==> src/rtl/vram_bus_bridge_pkg.sv <==
// Shared types and constants for the CPU-side VRAM bus bridge.
package vram_bus_bridge_pkg;

  typedef enum logic [1:0] {
    ST_IDLE,
    ST_WRITE,
    ST_READ,
    ST_DONE_ERR
  } state_t;

  localparam logic [26:0] VRAM_BASE_ADDR = 27'h400000;
  localparam int          VRAM32_WORDS   = 1152;
  localparam int          VRAM8_WORDS    = 1792;
  localparam int          BANK_VRAM32    = 0;
  localparam int          BANK_VRAM8     = 1;

  // Bank-select width; a single bank still needs a 1-bit select.
  function automatic int sel_width(input int num_banks);
    return (num_banks > 1) ? $clog2(num_banks) : 1;
  endfunction

endpackage

==> src/rtl/vram_addr_decode.sv <==
// Combinational bus-address decode into {valid, bank select, bank offset}.
module vram_addr_decode
  import vram_bus_bridge_pkg::*;
#(
  parameter int                BUS_AW     = 27,
  parameter int                NUM_BANKS  = 2,
  parameter int                BANK_AW    = 11,
  parameter int                BANK_WORDS = 2048,
  parameter logic [BUS_AW-1:0] BASE_ADDR  = BUS_AW'(VRAM_BASE_ADDR),
  localparam int               SEL_W      = sel_width(NUM_BANKS)
) (
  input  logic [BUS_AW-1:0]  bus_addr,
  output logic               valid,
  output logic [SEL_W-1:0]   sel,
  output logic [BANK_AW-1:0] idx
);

  localparam int HI_W = BUS_AW - BANK_AW;

  logic [BUS_AW-1:0] off;
  logic [HI_W-1:0]   hi;

  assign off = bus_addr - BASE_ADDR;
  assign hi  = off[BUS_AW-1:BANK_AW];
  assign idx = off[BANK_AW-1:0];
  assign sel = hi[SEL_W-1:0];

  // The explicit lower-bound test keeps a wrapped subtraction from aliasing onto a bank.
  assign valid = (bus_addr >= BASE_ADDR)
              && (hi < HI_W'(NUM_BANKS))
              && ({1'b0, idx} < (BANK_AW+1)'(BANK_WORDS));

endmodule

==> src/rtl/vram_bus_bridge.sv <==
// CPU access port for all VRAM banks: one outstanding request, start/done handshake.
//
// state       | meaning
// ST_IDLE     | waiting for bus_start
// ST_WRITE    | vram_we pulse on the selected bank
// ST_READ     | waiting out the RAM read latency
// ST_DONE_ERR | address outside all banks, report error
module vram_bus_bridge
  import vram_bus_bridge_pkg::*;
#(
  parameter int                BUS_AW     = 27,
  parameter int                DATA_W     = 32,
  parameter int                NUM_BANKS  = 2,
  parameter int                BANK_AW    = 11,
  parameter int                BANK_WORDS = 2048,
  parameter logic [BUS_AW-1:0] BASE_ADDR  = BUS_AW'(VRAM_BASE_ADDR),
  parameter int                RD_LAT     = 1,
  localparam int               SEL_W      = sel_width(NUM_BANKS)
) (
  input  logic                          clk,
  input  logic                          nreset,
  input  logic                          bus_start,
  input  logic                          bus_we,
  input  logic [BUS_AW-1:0]             bus_addr,
  input  logic [DATA_W-1:0]             bus_data,
  output logic [DATA_W-1:0]             bus_q,
  output logic                          bus_done,
  output logic                          bus_err,
  output logic                          busy,
  output logic [BANK_AW-1:0]            vram_addr,
  output logic [DATA_W-1:0]             vram_d,
  output logic [NUM_BANKS-1:0]          vram_we,
  input  logic [NUM_BANKS*DATA_W-1:0]   vram_q
);

  localparam int CNT_W = 2;

  state_t state, state_nxt;

  logic               dec_valid;
  logic [SEL_W-1:0]   dec_sel;
  logic [BANK_AW-1:0] dec_idx;

  logic [SEL_W-1:0]     sel_q, sel_nxt;
  logic [CNT_W-1:0]     cnt, cnt_nxt;
  logic [BANK_AW-1:0]   addr_nxt;
  logic [DATA_W-1:0]    d_nxt, q_nxt;
  logic [NUM_BANKS-1:0] we_nxt;
  logic                 done_nxt, err_nxt;

  logic [DATA_W-1:0] bank_q [NUM_BANKS];

  for (genvar g = 0; g < NUM_BANKS; g++) begin : g_bank_q
    assign bank_q[g] = vram_q[g*DATA_W +: DATA_W];
  end

  vram_addr_decode #(
    .BUS_AW     (BUS_AW),
    .NUM_BANKS  (NUM_BANKS),
    .BANK_AW    (BANK_AW),
    .BANK_WORDS (BANK_WORDS),
    .BASE_ADDR  (BASE_ADDR)
  ) u_decode (
    .bus_addr (bus_addr),
    .valid    (dec_valid),
    .sel      (dec_sel),
    .idx      (dec_idx)
  );

  always_ff @(posedge clk or negedge nreset) begin
    if (!nreset) begin
      state     <= ST_IDLE;
      sel_q     <= '0;
      cnt       <= '0;
      vram_addr <= '0;
      vram_d    <= '0;
      vram_we   <= '0;
      bus_q     <= '0;
      bus_done  <= 1'b0;
      bus_err   <= 1'b0;
    end else begin
      state     <= state_nxt;
      sel_q     <= sel_nxt;
      cnt       <= cnt_nxt;
      vram_addr <= addr_nxt;
      vram_d    <= d_nxt;
      vram_we   <= we_nxt;
      bus_q     <= q_nxt;
      bus_done  <= done_nxt;
      bus_err   <= err_nxt;
    end
  end

  always_comb begin
    state_nxt = state;
    sel_nxt   = sel_q;
    cnt_nxt   = cnt;
    addr_nxt  = vram_addr;
    d_nxt     = vram_d;
    we_nxt    = '0;
    q_nxt     = bus_q;
    done_nxt  = 1'b0;
    err_nxt   = 1'b0;

    case (state)
      ST_IDLE: begin
        if (bus_start) begin
          if (!dec_valid) begin
            state_nxt = ST_DONE_ERR;
          end else if (bus_we) begin
            state_nxt       = ST_WRITE;
            addr_nxt        = dec_idx;
            d_nxt           = bus_data;
            we_nxt[dec_sel] = 1'b1;
          end else begin
            state_nxt = ST_READ;
            addr_nxt  = dec_idx;
            sel_nxt   = dec_sel;
            cnt_nxt   = CNT_W'(RD_LAT);
          end
        end
      end
      ST_WRITE: begin
        state_nxt = ST_IDLE;
        done_nxt  = 1'b1;
      end
      ST_READ: begin
        if (cnt == '0) begin
          state_nxt = ST_IDLE;
          q_nxt     = bank_q[sel_q];
          done_nxt  = 1'b1;
        end else begin
          cnt_nxt = cnt - CNT_W'(1);
        end
      end
      ST_DONE_ERR: begin
        state_nxt = ST_IDLE;
        q_nxt     = '0;
        done_nxt  = 1'b1;
        err_nxt   = 1'b1;
      end
      default: state_nxt = ST_IDLE;
    endcase
  end

  assign busy = (state != ST_IDLE);

endmodule

==> config.mk <==
export PLATFORM = sky130hd
export DESIGN_NAME = vram_bus_bridge
export DESIGN_NICKNAME = d
export VERILOG_FILES = /design/src/rtl/vram_bus_bridge_pkg.sv /design/src/rtl/vram_addr_decode.sv /design/src/rtl/vram_bus_bridge.sv
export SDC_FILE = /design/constraint.sdc
export NUM_CORES = 1
export LEC_CHECK = 0
export CORE_ASPECT_RATIO = 1.5
export CORE_MARGIN = 1
export CORE_UTILIZATION = 25
export CTS_BUF_LIST = sky130_fd_sc_hd__clkbuf_2 sky130_fd_sc_hd__clkbuf_4 sky130_fd_sc_hd__clkbuf_8
export DETAILED_ROUTE_END_ITERATION = 10
export MAX_ROUTING_LAYER = met4
export PLACE_DENSITY_LB_ADDON = 0.12
export SLEW_MARGIN = 15
export SYNTH_ARGS = -nofsm -noshare
export SYNTH_HDL_FRONTEND = slang
export SYNTH_HIERARCHICAL = 1
export SYNTH_SLANG_ARGS = --single-unit
==> constraint.sdc <==
create_clock -name clk -period 1.7 [get_ports clk]
set_clock_uncertainty 0.1 [all_clocks]
set_input_delay 0.34 -clock clk [delete_from_list [all_inputs] [get_ports clk]]
set_output_delay 0.34 -clock clk [all_outputs]
set_load 0.005 [all_outputs]
Yosys cells after proc, flatten, opt, wreduce, memory -nomap -nowiden
Cells that the tools add are included.
{"block": "op_classes", "n_addsub": 2, "n_lt_le_gt_ge": 5, "eq_ne": 8, "n_mux": 24, "bitwise": 2, "n_reduce_logical": 14}
{"cell": "2-to-1 mux 32 bit", "n": 4}
{"cell": "case mux 32 bit (2 select lines)", "n": 1}
{"cell": "greater-or-equal comparator 27 x 23 -> 1 bit, second input constant", "n": 1}
{"cell": "subtractor 27 x 23 -> 27 bit, second input constant", "n": 1}
{"cell": "2-to-1 mux 2 bit", "n": 12}
{"cell": "< comparator 16 x 2 -> 1 bit, second input constant", "n": 1}
{"cell": "!= test 2 bit, second input constant", "n": 5}
{"cell": "AND reduction 4 bit", "n": 2}
{"cell": "case mux 2 bit (3 select lines)", "n": 1}
{"cell": "nonzero test 2 bit", "n": 3}
{"cell": "AND reduction 5 bit", "n": 1}
{"cell": "equality test 2 bit, second input constant", "n": 2}
{"cell": "logical NOT 2 bit", "n": 2}
{"cell": "case mux 2 bit (2 select lines)", "n": 1}
{"cell": "AND reduction 2 bit", "n": 2}
{"cell": "2-to-1 mux 1 bit", "n": 3}
{"cell": "AND reduction 3 bit", "n": 1}
{"cell": "equality test 2 x 1 -> 1 bit, second input constant", "n": 1}
{"cell": "greater-or-equal comparator 2 bit, second input constant", "n": 1}
{"cell": "logical AND 1 bit", "n": 2}
{"cell": "< comparator 1 x 2 -> 1 bit, second input constant", "n": 1}
{"cell": "inverter 1 -> 2 bit", "n": 1}
{"cell": "case mux 1 bit (2 select lines)", "n": 1}
{"cell": "OR reduction 2 bit", "n": 1}
{"cell": "4 further kinds", "n": 4}
{"block": "totals", "register_bits": 84, "wordCells": 64}

Longest topological paths before layout
Gate-level depths: netlist (run 1).
{"block": "depth", "word_depth": 9, "mapped_depth": 9, "ltp_nobuf": 8}

Hierarchy
The synthesis (run 1) kept the hierarchy.
{"mod": "vram_bus_bridge", "instances": 1, "cells_per_inst": 270, "area_per_inst_um2": 3519.6, "seq_area_each_um2": 2102.0}
{"mod": "vram_addr_decode", "instances": 1, "cells_per_inst": 25, "area_per_inst_um2": 176.4, "seq_area_each_um2": 0.0}

Worst setup path after synthesis (run 1)
Ideal clock, no wire load.
{"block": "synth_path", "path_type": "input -> register", "from": "in bus_addr[22]", "to": "reg vram_d[11]", "t_arrival_ps": 1974, "path_slack_ps": -499, "path_stages": 9, "n_path_buf": 1, "path_cell_list": "inv_1 > ha_1 > xnor2_1 > nand4_1 > nor3_1 > nand2_1 > nor3_4 > buf_6 > mux2_2"}
{"block": "synth_between", "elab_chain_cells": 4, "word_cells_on_any_way": 5}
{"item": "from (decl)", "line_no": "vram_bus_bridge.sv:24", "source": "input logic [BUS_AW-1:0] bus_addr,"}
{"item": "subtractor 27 x 23 -> 27 bit", "line_no": "vram_addr_decode.sv:23", "source": "assign off = bus_addr - BASE_ADDR;"}
{"item": "< comparator 16 x 2 -> 1 bit", "line_no": "vram_addr_decode.sv:30", "source": "&& (hi < HI_W'(NUM_BANKS))"}
{"item": "logical AND 1 bit (*)", "line_no": "vram_addr_decode.sv:30"}
{"item": "net dec_valid", "line_no": "vram_bus_bridge.sv:40", "source": "logic dec_valid;"}
{"item": "AND reduction 4 bit (no line) (*)"}
{"item": "to (signal assigned)", "line_no": "vram_bus_bridge.sv:86", "source": "vram_d <= d_nxt;"}
{"item": "to (decl)", "line_no": "vram_bus_bridge.sv:31", "source": "output logic [DATA_W-1:0] vram_d,"}
Mark *: on every way through the listed nets, which the timed path passes. The rest lies on a longest branch.
A chain may end at the register's enable or synchronous reset.

Final worst setup path (run 1)
{"block": "layout_path", "from": "in bus_addr[23]", "to": "reg vram_d[18]"}
The elaborated chain is that of the path after synthesis.

==> run_results.csv, run 1 <==
group,metric,value,unit
clock_tree,cts_tree,"done",
yosys,yosys_warnings,6,
route,wl_per_cell,16.18,um
global_routing,gr-usage-all-layers,0.1579,
yosys,yosysSeqAreaShare,0.5687,
critical_path,slowest_stage,"mux2_4",
yosys,synthFlopType,"dfrtp_1",
global_routing,grt_pass1_wl,17570,um
placement,gp_congestion,0.7102,
route,antenna_left,0,
yosys,yosysUniqueCellTypes,33,
global_routing,grt_start_max_net_pins,85,
sta,fin_crit_sh,1.153,
sta,setup-tns-final,-9990,ps
clock_tree,cts_buffers,9,
route,viasPerCell,4.243,
layout,nNetsFinal,661,
hold_path,hold_path.class,"flip-flop to flip-flop",
critical_path,startpoint_type,"input pin",
sta,finalHoldViolCount,0,
yosys,syn_inst,295,
sta,hold_ws,379.4,ps
route,vias,3110,
route,drc_errors,0,
die,die_w,101.3,um
yosys,async_reset_ff_frac,1.000,
layout,fill_cells,1416,
critical_path,r2r_setup_slack,60,ps
layout,seq_area,2105,um2
sta,rsz0062_at_grt,"true",
clock_tree,path_clk_slew,90,ps
pwr,irDropWorstVdd,0.4365,mV
critical_path,crit_buf_inv,4,
critical_path,path_common_cell,"nor3_4",
critical_path,worstPathRequired,1830,ps
yosys,synthesis.nets,424,
clock_tree,clk-insertion-delay-late,340,ps
yosys,synth_edf_count,0,
sta,finalMaxSlewViolations,0,
sta,maxSlewHeadroom,0.6893,
die,die-area,15280,um2
route,drt_first_iter_violations,37,
critical_path,critPathArrivalTime,2090,ps
critical_path,critical_path.max_stage_delay,300,ps
sta,max_freq,0.5102,GHz
route,wirelength,11860,um
die,io_pins,207,
route,first_pass_iters,4,
status,status,"finished with violations",
flow_run,maxCapViolCount,0,
global_routing,grt_pass1_vias,3251,
critical_path,worstSetupPathType,"input pin to flip-flop",
sta,worst_slack,-259.9,ps
layout,multiInputGateArea,1618,um2
layout,layout_commonest_cell,"clkdlybuf4s50_1",
yosys,synth_seq_cells,84,
global_routing,antenna_found_initial,0,
clock_tree,h-tree-depth,3,
sta,setup_viol,46,
die,rows,54,
die,die_h,150.9,um
pwr,leakagePower,3.730,nW
pwr,powerDensity,884.3,nW/um2
die,core,14460,um2
critical_path,endpoint_kind,"flip-flop",
sta,period_needed,1960,ps
layout,drive_gt1_frac,0.2477,
critical_path,crit_chain,"buf_12, inv_12, ha_4, xnor2_2, nand4_1, nor3_4, nand2_2, nor3_4, buf_6, buf_16, mux2_4",
layout,insertedDiodeCount,0,
clock_tree,cts_sinks,84,
critical_path,crit_fanout,8,
layout,syn2layout_area_growth,85.14,%
status,violations,"negative setup slack",
sta,worstMarginPinSlew,466.0,ps
global_routing,overflow,0,
placement,dpl.hpwl,8338,um
clock_tree,clk_path_buf_depth,2,
layout,mostFrequentLayoutCells,"128 x clkdlybuf4s50_1, 82 x dfrtp_1, 46 x dlymetal6s2s_1",
placement,port-buffer-count,206,
critical_path,critPathTopFamily,"simple AND/OR/NAND/NOR gates",
yosys,avgSynthCellArea,12.53,um2
die,start_util,0.2556,
clock_tree,cts_root_buffer,"clkbuf_8",
yosys,netlist_area,3696,um2
[metrics by stage]
stage                     total power, W    util  cells  worst slack, ps  cell area (um2)
after floorplan                 0.003450       -    295           -398.5             3827
after global placement          0.004874  0.4228    683            -1108             6113
after detailed placement        0.004917  0.4228    683            -1143             6113
after CTS                       0.006181  0.4528    710           -337.4             6546
after global routing            0.006501  0.4733    733           -365.6             6843
final                           0.006051  0.4733    733           -259.9             6843
[cells in the mapped netlist (2+ instances only)]
master | n | area share
mux2_2 | 44 | 0.13
buf_6 | 4 | 0.012
o21ai_0 | 30 | 0.041
nor3_1 | 5 | 0.0068
nand2_1 | 31 | 0.031
buf_2 | 6 | 0.0081
nor4_1 | 2 | 0.0034
dfrtp_1 | 84 | 0.57
o31ai_1 | 2 | 0.0041
buf_4 | 13 | 0.026
a211oi_1 | 3 | 0.0061
nor2b_1 | 2 | 0.0034
mux2i_1 | 32 | 0.087
ha_1 | 2 | 0.0068
inv_1 | 4 | 0.0041
clkbuf_1 | 6 | 0.0061
nand2b_1 | 3 | 0.0051
nor2_1 | 6 | 0.0061
and2_1 | 2 | 0.0034
[what timing repair did]
item	in CTS	in global routing
hold buffers	1	0
gates cloned	4	1
endpoints found under the setup margin	70	101
gates resized for setup	69	66
setup buffers	6	25
pin swaps	12	10
hold endpoints to repair	84	0
[worst reg2reg max path, cell delays in order, from the launching register on]
cell	delay (ps)
dfrtp_2	420
buf_4	140
and4bb_4	400
clkbuf_16	180
mux2_4	300
[report_power, final]
group / total [W] / switching [W] / internal, W
Clock: 0.00130 / 0.000718 / 0.000579
Sequential: 0.00263 / 0.000201 / 0.00243
Combinational: 0.00212 / 0.000913 / 0.00121
[layer usage]
layer  up-vias  global-route usage  wire [um]
met4         0             0.05797        163
li1       1489                   -          -
met1      1507              0.1646       4412
met2       100              0.2881       6631
met3        14             0.03461        654
met5         -                   -          0
[final timing paths]
kind	startpoint	endpoint	cells after the start
max in group asynchronous	nreset	sel_q	3
min	bus_q[27]	bus_q[27]	2
max	bus_addr[23]	vram_d[18]	11
min reg2reg	bus_q[27]	bus_q[27]	2
min in group asynchronous	nreset	vram_d[13]	3
max reg2reg	state[0]	vram_addr[9]	4
[cell type report]
class / count / share of cell area
timing repair buffer: 255 / 0.3902
sequential: 84 / 0.3076
multi-input combinational: 178 / 0.2364
tap: 196 / 0.03584
clock buffer: 12 / 0.02139
inverter: 4 / 0.004754
clock inverter: 4 / 0.003840
[registers in the layout (all words and copies together) (netlist names)]
register	cells
bus_done	1
bus_err	1
bus_q	32
cnt	2
sel_q	1
state	2
vram_addr	11
vram_d	32
vram_we	2
[kinds of logic (layout without fill, tap and decap cells)]
family	Yosys count	count (layout)	synth area share
adder cells (fa/ha/maj)	2	2	0.006769
multiplexers	76	76	0.2207
AO/OA/AOI/OAI	38	38	0.05653
flip-flops	84	84	0.5687
buffers and inverters	33	275	0.05687
XOR/XNOR	2	2	0.004740
AND/OR/NAND/NOR	60	60	0.08565
Note: power is estimated with default switching activity, not from simulation.
==> run 2: changes to the inputs <==
==> constraint.sdc (replaced) <==
create_clock -name clk -period 1.7 [get_ports clk]
set_clock_uncertainty 0.1 [all_clocks]
set_input_delay 0.17 -clock clk [delete_from_list [all_inputs] [get_ports clk]]
set_output_delay 0.17 -clock clk [all_outputs]
set_load 0.005 [all_outputs]
==> run_results.csv, run 2 (synthesis results as in run 1) <==
group,metric,value,unit
clock_tree,cts_tree,"done",
pwr,p_sw,0.001890,W
critical_path,r2r_cells,5,
placement,gp_congestion,0.7308,
critical_path,crit_fanout,8,
sta,hold_ws,198.9,ps
clock_tree,cts_root_buffer,"clkbuf_8",
sta,maxSlewHeadroom,0.7086,
critical_path,worstSetupPathType,"input pin to flip-flop",
layout,drive_gt1_frac,0.2132,
route,first_pass_iters,4,
clock_tree,cts_sinks,84,
die,start_util,0.2556,
clock_tree,clk_path_buf_depth,2,
sta,worstMarginPinSlew,437.1,ps
layout,largestRegisters,"bus_q (32), vram_d (32), vram_addr (11)",
sta,max_freq,0.5586,GHz
pwr,pwr-share-comb,0.350,
pwr,internal_power,0.004671,W
route,wl_per_cell,15.31,um
layout,utilization,0.4605,
global_routing,gr-usage-all-layers,0.1494,
sta,worst_slack,-90.17,ps
global_routing,antenna_found_initial,0,
pwr,leakagePower,2.824,nW
pwr,p_sw_frac,0.2881,
global_routing,grt_pass1_wl,16340,um
critical_path,worstPathRequired,1840,ps
layout,insertedDiodeCount,0,
sta,finalMaxSlewViolations,0,
die,core,14460,um2
clock_tree,h-tree-depth,3,
sta,period_needed,1790,ps
critical_path,critPathArrivalTime,1930,ps
pwr,powerDensity,985.6,nW/um2
pwr,irDropWorstVdd,0.5841,mV
route,viasPerCell,4.271,
die,die-area,15280,um2
die,rows,54,
clock_tree,cts_buffers,9,
pwr,seq_power_share,0.404,
global_routing,grt_start_max_net_pins,34,
route,drc_errors,0,
clock_tree,path_clk_slew,80,ps
die,io_pins,207,
hold_path,hold_path.class,"input pin to asynchronous set/reset pin",
sta,setup-tns-final,-3128,ps
layout,mostFrequentLayoutCells,"190 x clkdlybuf4s50_1, 82 x dfrtp_1, 43 x mux2_4",
flow_run,maxCapViolCount,0,
route,vias,3041,
sta,setup_viol,43,
layout,layout_commonest_cell,"clkdlybuf4s50_1",
critical_path,endpoint_kind,"flip-flop",
placement,port-buffer-count,206,
status,status,"finished with violations",
global_routing,overflow,0,
clock_tree,clk-insertion-delay-late,350,ps
global_routing,grt_pass1_vias,3117,
sta,rsz0062_at_grt,"true",
route,antenna_left,0,
sta,fin_crit_sh,1.053,
layout,syn2layout_area_growth,80.13,%
status,violations,"negative setup slack",
die,die_h,150.9,um
route,wirelength,10900,um
critical_path,startpoint_type,"input pin",
sta,finalHoldViolCount,0,
die,die_w,101.3,um
layout,nNetsFinal,640,
pwr,power,0.006561,W
placement,dpl.hpwl,7875,um
pwr,p_clk_frac,0.246,
route,drt_first_iter_violations,70,
## run 2: changes by cell type in the layout (fill, tap and decap cells not counted), sizes merged, moves of 3 or more
| cell | before | now |
|---|---|---|
| clkdlybuf4s50 | 128 | 190 |
| dlymetal6s2s | 46 | 2 |
| clkbuf | 17 | 14 |
| buf | 50 | 30 |
| dlygate4sd2 | 21 | 6 |
## run 2: per-layer routing
layer / global-route usage / part of all wire
met1: 0.1625 / 0.39
met2: 0.2609 / 0.54
met3: 0.02353 / 0.045
met4: 0.07681 / 0.028
met5: - / 0
## run 2: area by class of cell
cell class                      count  area [um2]
Clock inverter                      5       85.08
Inverter                            4       32.53
Tap cell                          196       245.2
Clock buffer                       11       138.9
Timing Repair Buffer              234        2441
Multi-Input combinational cell    178        1610
Fill cell                        1409        7801
Sequential cell                    84        2105
## run 2: final timing paths
kind / startpoint / endpoint / slack [ps]
worst min register to register: bus_q[22] / bus_q[22] / 380
max in group asynchronous: nreset / vram_addr[10] / 740
worst max-delay path: bus_addr[23] / vram_d[6] / -90
min in group clk: bus_addr[12] / vram_we[0] / 270
worst min-delay path: nreset / cnt[0] / 200
worst max register to register: state[1] / vram_addr[1] / -10
## run 2: power groups by stage
stage	logic [W]	clock network (W)	registers (W)
2_1_floorplan	0.000731	0	0.00272
3_3_place_gp	0.00225	0	0.00269
3_5_place_dp	0.00225	0	0.00270
4_1_cts	0.00234	0.00166	0.00266
5_1_grt	0.00251	0.00175	0.00271
6_report	0.00230	0.00161	0.00265
## run 2: critical path: stages
cell and delay [ps]:
buf_12 90, inv_12 30, ha_4 150, xnor2_2 140, nand4_1 170, nor3_4 250, nand2_2 110, nor3_4 210
buf_6 170, buf_12 140, mux2_4 300
## run 2: stage by stage
step / setup slack [ps] / instances / area (um2)
finish: -90.17 / 712 / 6658
global placement: -934.0 / 683 / 6122
global route: -140.7 / 712 / 6658
CTS: -178.7 / 715 / 6690
floorplan: -228.5 / 295 / 3824
detailed placement: -1005 / 683 / 6122
## run 2: timing repair
action,4_1_cts,5_1_grt
gates cloned,5,0
hold buffers,1,0
gates resized for setup,55,17
endpoints found under the setup margin,50,47
pin swaps,11,9
buffers inserted,10,0
hold endpoints to repair,28,0
==> run 3: changes to the inputs <==
--- a/config.mk
+++ b/config.mk
@@ -11,7 +11,7 @@
 export CTS_BUF_LIST = sky130_fd_sc_hd__clkbuf_2 sky130_fd_sc_hd__clkbuf_4 sky130_fd_sc_hd__clkbuf_8
 export DETAILED_ROUTE_END_ITERATION = 10
 export MAX_ROUTING_LAYER = met4
-export PLACE_DENSITY_LB_ADDON = 0.12
+export PLACE_DENSITY_LB_ADDON = 0.1
 export SLEW_MARGIN = 15
 export SYNTH_ARGS = -nofsm -noshare
 export SYNTH_HDL_FRONTEND = slang
==> run_results.csv, run 3 (synthesis results as in run 1) <==
group,metric,value,unit
pwr,leakagePower,2.814,nW
route,drt_first_iter_violations,84,
critical_path,crit_fanout,8,
sta,finalMaxSlewViolations,0,
critical_path,worstPathRequired,1840,ps
clock_tree,cts_buffers,9,
sta,worst_slack,-153.1,ps
clock_tree,cts_root_buffer,"clkbuf_8",
global_routing,globalRoute.busiestLayer,"met2",
route,vias,3019,
layout,utilization,0.4591,
flow_run,maxCapViolCount,0,
hold_path,hold_path.class,"input pin to asynchronous set/reset pin",
sta,hold_ws,237.4,ps
sta,period_needed,1853,ps
global_routing,grt_pass1_vias,3038,
clock_tree,cts_tree,"done",
route,first_pass_iters,4,
global_routing,use_met2,0.2595,
layout,insertedDiodeCount,0,
global_routing,overflow,0,
route,wl_per_cell,15.50,um
layout,drive_gt1_frac,0.2194,
pwr,irDropWorstVdd,0.5823,mV
clock_tree,path_clk_slew,80,ps
die,rows,54,
global_routing,grt_start_max_net_pins,32,
clock_tree,clk-insertion-delay-late,350,ps
sta,fin_crit_sh,1.090,
clock_tree,cts_sinks,84,
global_routing,grt_use_met1,0.1469,
placement,dpl.hpwl,7895,um
global_routing,grt_pass1_wl,15840,um
die,die-area,15280,um2
status,violations,"negative setup slack",
route,drc_errors,0,
layout,mostFrequentLayoutCells,"190 x clkdlybuf4s50_1, 81 x dfrtp_1, 43 x mux2_4",
pwr,power,0.006230,W
route,wirelength,11020,um
sta,maxSlewHeadroom,0.6907,
critical_path,endpoint_kind,"flip-flop",
global_routing,gr-usage-all-layers,0.1427,
route,antenna_left,0,
global_routing,use_met3,0.03369,
layout,syn2layout_area_growth,79.59,%
global_routing,antenna_found_initial,0,
sta,max_freq,0.5396,GHz
die,start_util,0.2556,
critical_path,worstSetupPathType,"input pin to flip-flop",
route,viasPerCell,4.246,
die,io_pins,207,
sta,worstMarginPinSlew,463.9,ps
layout,stdcell_area,6638,um2
clock_tree,clk_path_buf_depth,2,
layout,nNetsFinal,641,
die,core,14460,um2
sta,rsz0062_at_grt,"true",
sta,setup_viol,38,
placement,port-buffer-count,206,
status,status,"finished with violations",
placement,pre_cts_slack,-988.1,ps
pwr,powerDensity,938.5,nW/um2
critical_path,critPathArrivalTime,1990,ps
placement,postPlaceCellArea,6137,um2
sta,finalHoldViolCount,0,
die,die_w,101.3,um
placement,gp_congestion,0.7236,
clock_tree,h-tree-depth,3,
layout,largestRegisters,"bus_q (32), vram_d (32), vram_addr (11)",
critical_path,startpoint_type,"input pin",
layout,layout_commonest_cell,"clkdlybuf4s50_1",
die,die_h,150.9,um
==> run 3: cell count changes in the layout (fill, tap and decap cells not counted), moves of 2 or more <==
cell	delta
dlygate4sd2_1	-4
nor3_2	+2
clkdlybuf4s15_1	+2
clkbuf_4	-2
clkinv_2	+2
clkbuf_16	+2
==> run 3: per-layer routing <==
layer	vias up	routed length, um
li1	1434	-
met1	1469	3987
met2	108	6258
met3	8	640
met4	0	133
met5	-	0
==> run 3: timing repair <==
action | in CTS | in global routing
hold endpoints to repair | 27 | 0
hold buffers | 1 | 0
pin swaps | 9 | 9
resized for setup | 36 | 40
gates cloned | 3 | 2
endpoints found under the setup margin | 50 | 48
setup buffers | 6 | 3
==> run 3: path summary, 6_finish.rpt <==
check,from,endpoint,slack [ps],depth (start not counted)
max,bus_addr[23],vram_d[27],-150,12
min,nreset,bus_q[18],240,2
max reg2reg,state[0],vram_d[27],30,5
min reg2reg,bus_q[4],bus_q[4],380,2
max in group asynchronous,nreset,bus_q[6],770,3
min in group clk,bus_data[12],vram_d[12],330,2
==> run 3: power breakdown <==
group / switching, W / total [W] / internal [W]
logic: 0.000876 / 0.00220 / 0.00132
clock network: 0.000701 / 0.00136 / 0.000657
registers: 0.000240 / 0.00268 / 0.00244
==> run 3: per-stage QoR <==
stage | std cells | setup TNS (ps)
floorplan | 295 | -7320
global placement | 685 | -42860
detailed placement | 685 | -45130
CTS | 708 | -5813
global route | 711 | -7444
finish | 711 | -3885
==> run 3: worst max-delay path: stages <==
cell       delay [ps]
buf_12             90
inv_12             30
ha_4              150
xnor2_2           140
nand4_1           140
nor3_2            220
buf_4             150
nand2_4            60
nor3_4            210
buf_6             160
clkbuf_16         170
mux2_4            300
==> run 3: cell type report <==
cell class,count,area (um2)
fill,1415,7821
timing repair buffer,235,2454
sequential,84,2106
multi-input combinational,178,1622
tap,196,245.2
clock buffer,9,123.9
clock inverter,5,55.05
inverter,4,32.53
